[src/rtl/pe_in_arb.sv]
// pe_in_arb -- packet-granular two-source arbiter feeding the D input of a PE slot.
//
// Two 64-bit sources each feed a FIFO_DEPTH-word elastic buffer. Whole packets
// (header + LEN payload words, LEN = header[63:48]) are forwarded onto Q, one
// packet at a time, with the grant rotating round-robin between sources at
// packet boundaries.
//
// Handshake (VALID/BP): a word moves on every clock edge where its VALID is
// high; there is no ready qualifier on the transfer itself. BP is advisory
// backpressure: the receiver raises it early enough that the sender, reacting
// within its allowed slack, never overruns the receiver's buffer.
//
// Ports:
//   CLK, SYS_RST          clock; synchronous active-high reset
//   S0_D/S0_VALID/S0_BP   source 0 data, word valid, backpressure out
//   S1_D/S1_VALID/S1_BP   source 1, same as source 0
//   Q/Q_VALID             merged registered output towards the PE
//   Q_BP                  backpressure from the PE (registered once inside)
//   PKT_CNT0/PKT_CNT1     completed-packet counters (only with PE_ARB_STATS_EN)
//   dbg_state             current arbiter FSM state (IDLE=0, XFER0=1, XFER1=2)
//
// Optional feature macro: PE_ARB_STATS_EN adds the per-source packet counters.

module pe_in_arb #(
  parameter int FIFO_DEPTH = 4,
  parameter int BP_THRESH  = 2
) (
  input  logic        CLK,
  input  logic        SYS_RST,
  input  logic [63:0] S0_D,
  input  logic        S0_VALID,
  output logic        S0_BP,
  input  logic [63:0] S1_D,
  input  logic        S1_VALID,
  output logic        S1_BP,
  output logic [63:0] Q,
  output logic        Q_VALID,
  input  logic        Q_BP,
`ifdef PE_ARB_STATS_EN
  output logic [31:0] PKT_CNT0,
  output logic [31:0] PKT_CNT1,
`endif
  output logic [1:0]  dbg_state
);

  localparam int AW = $clog2(FIFO_DEPTH);
  localparam int CW = $clog2(FIFO_DEPTH + 1);

  typedef enum logic [1:0] {
    IDLE  = 2'd0,
    XFER0 = 2'd1,
    XFER1 = 2'd2
  } state_t;

  // ---------------------------------------------------------------------------
  // Source buffers
  // ---------------------------------------------------------------------------
  logic [63:0]   mem    [2][FIFO_DEPTH];
  logic [AW-1:0] wr_ptr [2];
  logic [AW-1:0] rd_ptr [2];
  logic [CW-1:0] count  [2];
  logic [63:0]   din    [2];
  logic [63:0]   head   [2];
  logic [1:0]    vin;
  logic [1:0]    push;
  logic [1:0]    pop;
  logic [1:0]    not_empty;

  assign din[0] = S0_D;
  assign din[1] = S1_D;
  assign vin    = {S1_VALID, S0_VALID};

  always_comb begin
    for (int s = 0; s < 2; s++) begin
      head[s]      = mem[s][rd_ptr[s]];
      not_empty[s] = (count[s] != '0);
      // A pop in the same cycle frees a slot, so a full buffer still accepts.
      push[s]      = vin[s] && ((count[s] != CW'(FIFO_DEPTH)) || pop[s]);
    end
  end

  assign S0_BP = (count[0] >= CW'(BP_THRESH));
  assign S1_BP = (count[1] >= CW'(BP_THRESH));

  // Storage needs no reset: pointers and counts decide what is valid.
  always_ff @(posedge CLK) begin
    for (int s = 0; s < 2; s++) begin
      if (push[s]) mem[s][wr_ptr[s]] <= din[s];
    end
  end

  // Pointers wrap naturally because the depth is a power of two.
  always_ff @(posedge CLK) begin
    if (SYS_RST) begin
      for (int s = 0; s < 2; s++) begin
        wr_ptr[s] <= '0;
        rd_ptr[s] <= '0;
        count[s]  <= '0;
      end
    end else begin
      for (int s = 0; s < 2; s++) begin
        if (push[s]) wr_ptr[s] <= wr_ptr[s] + AW'(1);
        if (pop[s])  rd_ptr[s] <= rd_ptr[s] + AW'(1);
        case ({push[s], pop[s]})
          2'b10:   count[s] <= count[s] + CW'(1);
          2'b01:   count[s] <= count[s] - CW'(1);
          default: count[s] <= count[s];
        endcase
      end
    end
  end

  // ---------------------------------------------------------------------------
  // Arbiter FSM
  // ---------------------------------------------------------------------------
  state_t      state, state_nxt;
  logic        last, last_nxt;
  logic [15:0] rem, rem_nxt;
  logic        bp_q;
  logic        sel;
  logic        pkt_end;
  logic [63:0] head_sel;

  assign dbg_state = state;

  always_comb begin
    state_nxt = state;
    last_nxt  = last;
    rem_nxt   = rem;
    pop       = 2'b00;
    pkt_end   = 1'b0;
    sel       = (state == XFER1);
    head_sel  = sel ? head[1] : head[0];

    case (state)
      IDLE: begin
        if (not_empty[0] && not_empty[1]) state_nxt = last ? XFER0 : XFER1;
        else if (not_empty[0])            state_nxt = XFER0;
        else if (not_empty[1])            state_nxt = XFER1;
      end
      XFER0, XFER1: begin
        if (not_empty[sel] && !bp_q) begin
          pop[sel] = 1'b1;
          // rem is zero exactly when the next word of the packet is its header:
          // it is cleared by reset and left at zero by every packet end.
          if (rem == 16'd0) begin
            rem_nxt = head_sel[63:48];
            pkt_end = (head_sel[63:48] == 16'd0);
          end else begin
            rem_nxt = rem - 16'd1;
            pkt_end = (rem == 16'd1);
          end
          if (pkt_end) begin
            state_nxt = IDLE;
            last_nxt  = sel;
          end
        end
      end
      default: state_nxt = IDLE;
    endcase
  end

  always_ff @(posedge CLK) begin
    if (SYS_RST) begin
      state   <= IDLE;
      last    <= 1'b1;
      rem     <= 16'd0;
      bp_q    <= 1'b0;
      Q       <= 64'd0;
      Q_VALID <= 1'b0;
    end else begin
      state   <= state_nxt;
      last    <= last_nxt;
      rem     <= rem_nxt;
      bp_q    <= Q_BP;
      Q_VALID <= (pop != 2'b00);
      if (pop != 2'b00) Q <= head_sel;
    end
  end

`ifdef PE_ARB_STATS_EN
  always_ff @(posedge CLK) begin
    if (SYS_RST) begin
      PKT_CNT0 <= 32'd0;
      PKT_CNT1 <= 32'd0;
    end else begin
      PKT_CNT0 <= PKT_CNT0 + {31'd0, pkt_end & ~sel};
      PKT_CNT1 <= PKT_CNT1 + {31'd0, pkt_end & sel};
    end
  end
`endif

endmodule

[config.mk]
export PLATFORM = sky130hd
export DESIGN_NAME = pe_in_arb
export DESIGN_NICKNAME = d
export VERILOG_FILES = /design/src/rtl/pe_in_arb.sv
export SDC_FILE = /design/constraint.sdc
export NUM_CORES = 1
export LEC_CHECK = 0
export CORE_MARGIN = 2
export CORE_UTILIZATION = 30
export CTS_CLUSTER_SIZE = 28
export DETAILED_ROUTE_END_ITERATION = 10
export GPL_TIMING_DRIVEN = 0
export SLEW_MARGIN = 40
export SYNTH_ARGS = -nofsm -noshare
export SYNTH_HDL_FRONTEND = slang
export SYNTH_SLANG_ARGS = --single-unit
[constraint.sdc]
create_clock -name CLK -period 12 [get_ports CLK]
set_clock_uncertainty 0.05 [all_clocks]
set_input_delay 1.2 -clock CLK [delete_from_list [all_inputs] [get_ports CLK]]
set_output_delay 1.2 -clock CLK [all_outputs]
set_load 0.02 [all_outputs]
---- Word-level counts from Yosys, hierarchy flattened ----
Memories as Yosys holds them, arrays and structs flattened.
Index checks and enable logic that the tools add are counted.
Widths: inputs -> output; s select.
storage, ports and cells
  register bits after elaboration ......... 85
  bits in latches ......................... 0
  bits in writable memories ............... 526
  memory bits (read-only) ................. 0
  input port bits ......................... 133
  output and inout port bits .............. 69
  memories kept ........................... 4
operators by class
  add/sub/neg operators ................... 9
  multipliers ............................. 0
  div/mod/pow operators ................... 0
  $lt $le $gt $ge ......................... 10
  equality and inequality tests ........... 12
  shifts and indexed selects .............. 0
  muxes and demuxes ....................... 72
  bitwise gates (word level) .............. 14
  reduce and logical (&&, ||, !) cells .... 22
memories
  name    words  width  rd ports  clocked after Yosys merged registers in  write ports  RTL line  text
  mem     2      256    2         0                                        2            58        logic [63:0] mem [2][FIFO_DEPTH];
  count   2      3      2         0                                        2            61        logic [CW-1:0] count [2];
  rd_ptr  2      2      2         0                                        2            60        logic [AW-1:0] rd_ptr [2];
  wr_ptr  2      2      2         0                                        2            59        logic [AW-1:0] wr_ptr [2];
operators by type and width
  cell                   number
  $mux 256               2
  $mux 64                7
  $bmux 64 s2            2
  $demux 64 s2           2
  $mux 1                 38
  $logic_not 16->1       2
  $mux 2                 12
  $mux 3                 6
  $eq 16x1->1 const B    1
  $mux 16                1
  $sub 16x1->16 const B  1
  $ge 3x3->1 const B     4
  $not 2->3              4
  $or 1x1->1             10
  $add 2x1->2 const B    4
  $logic_and 1x1->1      7
  $add 3x1->3 const B    2
  $eq 2x1->1 const B     3
  $eq 2x2->1 const B     3
  $ge 3x2->1 const B     2
  $lt 3x1->1 const B     2
  $ne 3x3->1 const B     2
  $reduce_and 3->1       2
  $reduce_bool 3->1      2
  other kinds (13)       18

---- Logic depth before layout (Yosys ltp) ----
  depth after elaboration ................. 16
  depth in mapped cells ................... 13
  mapped depth without buffers ............ 13

---- Worst setup path before layout ----
Ideal clock, no wire load.
  path kind ............................... flip-flop to flip-flop
  start ................................... reg state[1], in the netlist dbg_state[1]
  end ..................................... mem mem[0][0] (netlist bit) (enable)
  data arrival time ....................... 3.373 ns
  required time ........................... 11.521 ns
  slack ................................... 8.148 ns
  stages on the path, launching flop included .. 9
  buffers on the path ..................... 0
  path through ............................ dfxtp_1 > ha_1 > nor4_1 > a211oi_1 > nand2_1 > nor2_1 > o21ai_0 > inv_1 > and2_1
RTL lines
  element                 RTL line  text
  from (decl)             116       state_t state, state_nxt;
  from (signal assigned)  172       state <= state_nxt;
  to (decl)               58

==> summary.md <==
| Metric | Value |
|---|---|
| Share of flip-flops with an asynchronous set or reset | `0%` |
| Input/output buffers | `201` |
| Power consumption | `7063 uW` |
| Gr usage total | `15.35%` |
| Detailed placement HPWL | `43680 um` |
| Static leakage | `0.009701 uW` |
| Slew Limit Headroom | `42.20%` |
| Post-synth EDFFs | `526` |
| Fin crit share | `between 30% and 40%` |
| H-tree depth | `3` |
| Vias | `13310` |
| CP delay by family, top | `adder cells` |
| Outcome | `finished clean` |
| Vias in the first global route | `14050` |
| Worst-path cell chain | `inv_1 -> ha_1 -> nor4_1 -> a211oi_1 -> nand2_1 -> nor2_1 -> o21ai_0 -> ha_1 -> nand2b_1 -> fa_1 -> xor2_1 -> xnor2_1 -> nor2_1` |
| Critical Path Start | `dbg_state[0]$_SDFFE_PP0P_` |
| Setup crit start kind | `register` |
| Core footprint | `0.07861 mm^2` |
| Post-detailed-route count of antenna-violating nets | `0` |
| Die Y | `285.2 um` |
| Worst r2r src | `dbg_state[0]$_SDFFE_PP0P_` |
| Critical Path Stages | `13` |
| Clk slew on worst S/H paths | `~0.060 ns` |
| Syn_nets | `1513` |
| Post-route minimum period | `3.684 ns` |
| Postcts setup bufs | `0` |
| CP max FO | `5` |
| Clock net sink count | `611` |
| Slew Limit Fails | `0` |
| Worst r2r dst | `count[0][2]$_SDFFCE_PN0P_` |
| Unrepaired setup endpoints after global routing | `no` |
| I/O pins | `between 200 and 250` |
| Synthesized instance count | `1361` |
| Sequential cell area fraction in the yosys report | `73.75%` |
| GPL Wtd Cong | `0.8417` |
| Clk root buf | `clkbuf_16` |
| CP Capture Type | `register` |
| Wire length per cell | `22.74 um` |
| Count of state elements after synthesis | `611` |
| Vias per cell | `4.829` |
| Final hold vios | `0` |
| Slowest cell on crit path | `o21ai_0` |
| Initial Util | `30.18%` |
| Distinct cell type count after synthesis | `60` |
| GRT Residual Overflow | `0` |
| Required @ worst endpoint | `~12 ns` |
| VDD IR max | `0.1081 mV` |
| Die W | `285.2 um` |
| Buf/Inv on CP | `1` |
| Layout cell share with drive strength beyond 1 | `approximately 18%` |
| Worst Setup EP | `count[0][2]$_SDFFCE_PN0P_` |
| Ys Warns | `0` |
| Drt first-iter violations | `approximately 1100` |
| WL final | `62700 um` |
| Reg2reg setup slack | `8.32 ns` |
| Worst-Margin Slew | `between 0.8 and 0.9 ns` |
| Count of cells resized by post-cts repair | `0` |
| CP Class | `register to register` |
| Crit path DAT | `3.99 ns` |
| Pre-Repair DR Iteration Count | `5` |
| Top_reg_cell synth | `edfxtp_1` |
| Count of final setup violators | `0` |
| FMAX | `0.2714 GHz` |
| First-pass GRT wire length | `around 90000 um` |
| Hold_buf cts | `0` |
| Final nets | `roughly 1800` |
| TritonCTS Buffers | `69` |
| Max clock buf depth | `3` |
| Pwr/cell area | `237.5 mW/mm^2` |
| Netlist Area Pre-Place | `around 0.024 mm^2` |
| CP peak stage delay | `0.54 ns` |
| Initial antenna violation count | `12` |
| Number of fill cells | `7322` |
| R2R depth | `13` |
| Final setup TNS | `0 ns` |
| Max-cap violation count | `0` |
| Worst-Skew Late Latency | `approximately 0.6 ns` |
| HP Class | `register to register` |
| DRC violation count after routing | `0` |
| Largest net degree at the start of global routing | `34` |
| Row count | `103` |
| CTS tree | `done` |
| Area growth from synthesis to layout | `25.37%` |
| Avg Inst Size Synth | `17.43 um^2` |
| Die area | `0.08135 mm^2` |
==> cell families (layout without fill, tap and decap cells) <==
| group | after synthesis | in the layout | synth area share (%) |
|---|---|---|---|
| flip-flops | 611 | 611 | 73.75 |
| XOR/XNOR | 6 | 6 | 0.2215 |
| multiplexers | 150 | 150 | 12.56 |
| adder cells (fa/ha/maj) | 19 | 19 | 1.034 |
| buffers and inverters | 99 | 443 | 1.814 |
| AO/OA/AOI/OAI | 143 | 143 | 4.393 |
| AND/OR/NAND/NOR | 333 | 333 | 6.228 |
| other | 0 | 2 | 0 |
==> registers in the layout, summed over array words and instances (netlist names) <==
register,count
mem,512
Q,64
rem,16
count,6
rd_ptr,4
wr_ptr,4
dbg_state,2
Q_VALID,1
bp_q,1
last,1
==> power by group <==
| group | switching, uW | leakage, uW | internal, uW |
|---|---|---|---|
| Clock | 855 | 0.00113 | 1260 |
| Combinational | 1320 | 0.00304 | 864 |
| Sequential | 119 | 0.00553 | 2650 |
| Total | 2290 | 0.00970 | 4770 |
==> metrics by stage <==
step                cells  hold slack (ns)  worst slack, ns  cell area [um^2]  utilization [%]
floorplan            1361           0.3949            8.148             23730                -
global placement     2612           0.4205            6.118             27050            34.41
detailed placement   2629           0.4283            8.371             27430            34.89
CTS                  2755           0.4405            8.344             29740            37.83
global route         2756           0.4556            8.132             29740            37.83
finish               2757           0.4395            8.316             29740            37.84
==> cells in the mapped netlist, drive strengths merged (3+ instances only) <==
library cell / count / area [um^2]
inv: 20 / 75.07
xnor2: 4 / 35.03
o21ai: 19 / 95.09
nand2b: 12 / 75.07
edfxtp: 526 / 15800
nor2b: 4 / 25.02
a21o: 5 / 37.54
or4: 4 / 38.79
a21oi: 21 / 105.1
ha: 18 / 225.2
a31oi: 4 / 25.02
nand2: 133 / 499.2
nor3: 22 / 110.1
or2: 5 / 31.28
o22ai: 5 / 31.28
a22oi: 7 / 52.55
a221oi: 3 / 26.28
mux4: 118 / 2658
dfxtp: 85 / 1702
nand3: 7 / 35.03
nor4: 4 / 31.28
or3: 4 / 36.29
a311oi: 48 / 420.4
buf: 33 / 178.9
and2: 13 / 81.33
clkbuf: 46 / 176.4
a211oi: 17 / 127.6
mux2i: 30 / 300.3
nor2: 115 / 439.2
==> area by class of cell <==
type / count / area [um^2] / share of cell area (%)
sequential: 611 / 17500 / 58.82
multi-input combinational: 651 / 5829 / 19.60
timing repair buffer: 218 / 2347 / 7.891
clock buffer: 94 / 1952 / 6.562
tap: 1050 / 1314 / 4.417
buffer: 79 / 365.4 / 1.228
clock inverter: 32 / 360.3 / 1.211
inverter: 20 / 75.07 / 0.2524
antenna: 2 / 5.005 / 0.01683
==> worst register-to-register path, cell delays in order, from the launching register on <==
cell and delay, ns:
dfxtp_1 0.35, inv_1 0.07, ha_1 0.28, nor4_1 0.38, a211oi_1 0.17, nand2_1 0.20
nor2_1 0.14, o21ai_0 0.54, ha_1 0.31, nand2b_1 0.12, fa_1 0.44, xor2_1 0.19
xnor2_1 0.14, nor2_1 0.06
==> per-layer routing <==
metal / wire length [um] / vias to the layer above / track usage, % / part of all wire, %
met5: 123 / - / 0 / 0.20
met4: 1502 / 22 / 4.241 / 2.4
met1: 25800 / 6814 / 19.32 / 41
met3: 4303 / 120 / 4.272 / 6.9
met2: 30970 / 399 / 25.94 / 49
li1: - / 5959 / - / -
==> cells in the final DEF (no fill, tap or decap), types with 5 or more instances in the layout <==
cell and count:
a211oi_1 17, a21o_1 5, a21oi_1 21, a22oi_1 7
a311oi_1 48, and2_1 5, and2_4 8, buf_1 8
buf_12 16, buf_2 21, bufinv_16 5, clkbuf_1 51
clkbuf_16 70, clkbuf_2 7, clkbuf_8 11, clkdlybuf4s50_1 201
clkinv_1 7, clkinv_2 10, dfxtp_1 85, edfxtp_1 526
ha_1 18, inv_1 20, mux2i_1 30, mux4_2 118
nand2_1 133, nand2b_1 12, nand3_1 7, nor2_1 114
nor3_1 22, o21ai_0 18, o22ai_1 5
==> worst min path at each step <==
stage	from	end	depth (start not counted)
after floorplan	rem[1]$_SDFFE_PP0P_	rem[1]$_SDFFE_PP0P_	2
after global placement	rem[1]$_SDFFE_PP0P_	rem[1]$_SDFFE_PP0P_	2
after detailed placement	rem[7]$_SDFFE_PP0P_	rem[7]$_SDFFE_PP0P_	2
after CTS	rem[7]$_SDFFE_PP0P_	rem[7]$_SDFFE_PP0P_	2
after global routing	rem[1]$_SDFFE_PP0P_	rem[1]$_SDFFE_PP0P_	2
final	rem[6]$_SDFFE_PP0P_	rem[6]$_SDFFE_PP0P_	2
Power figures use the tool's default switching activity.
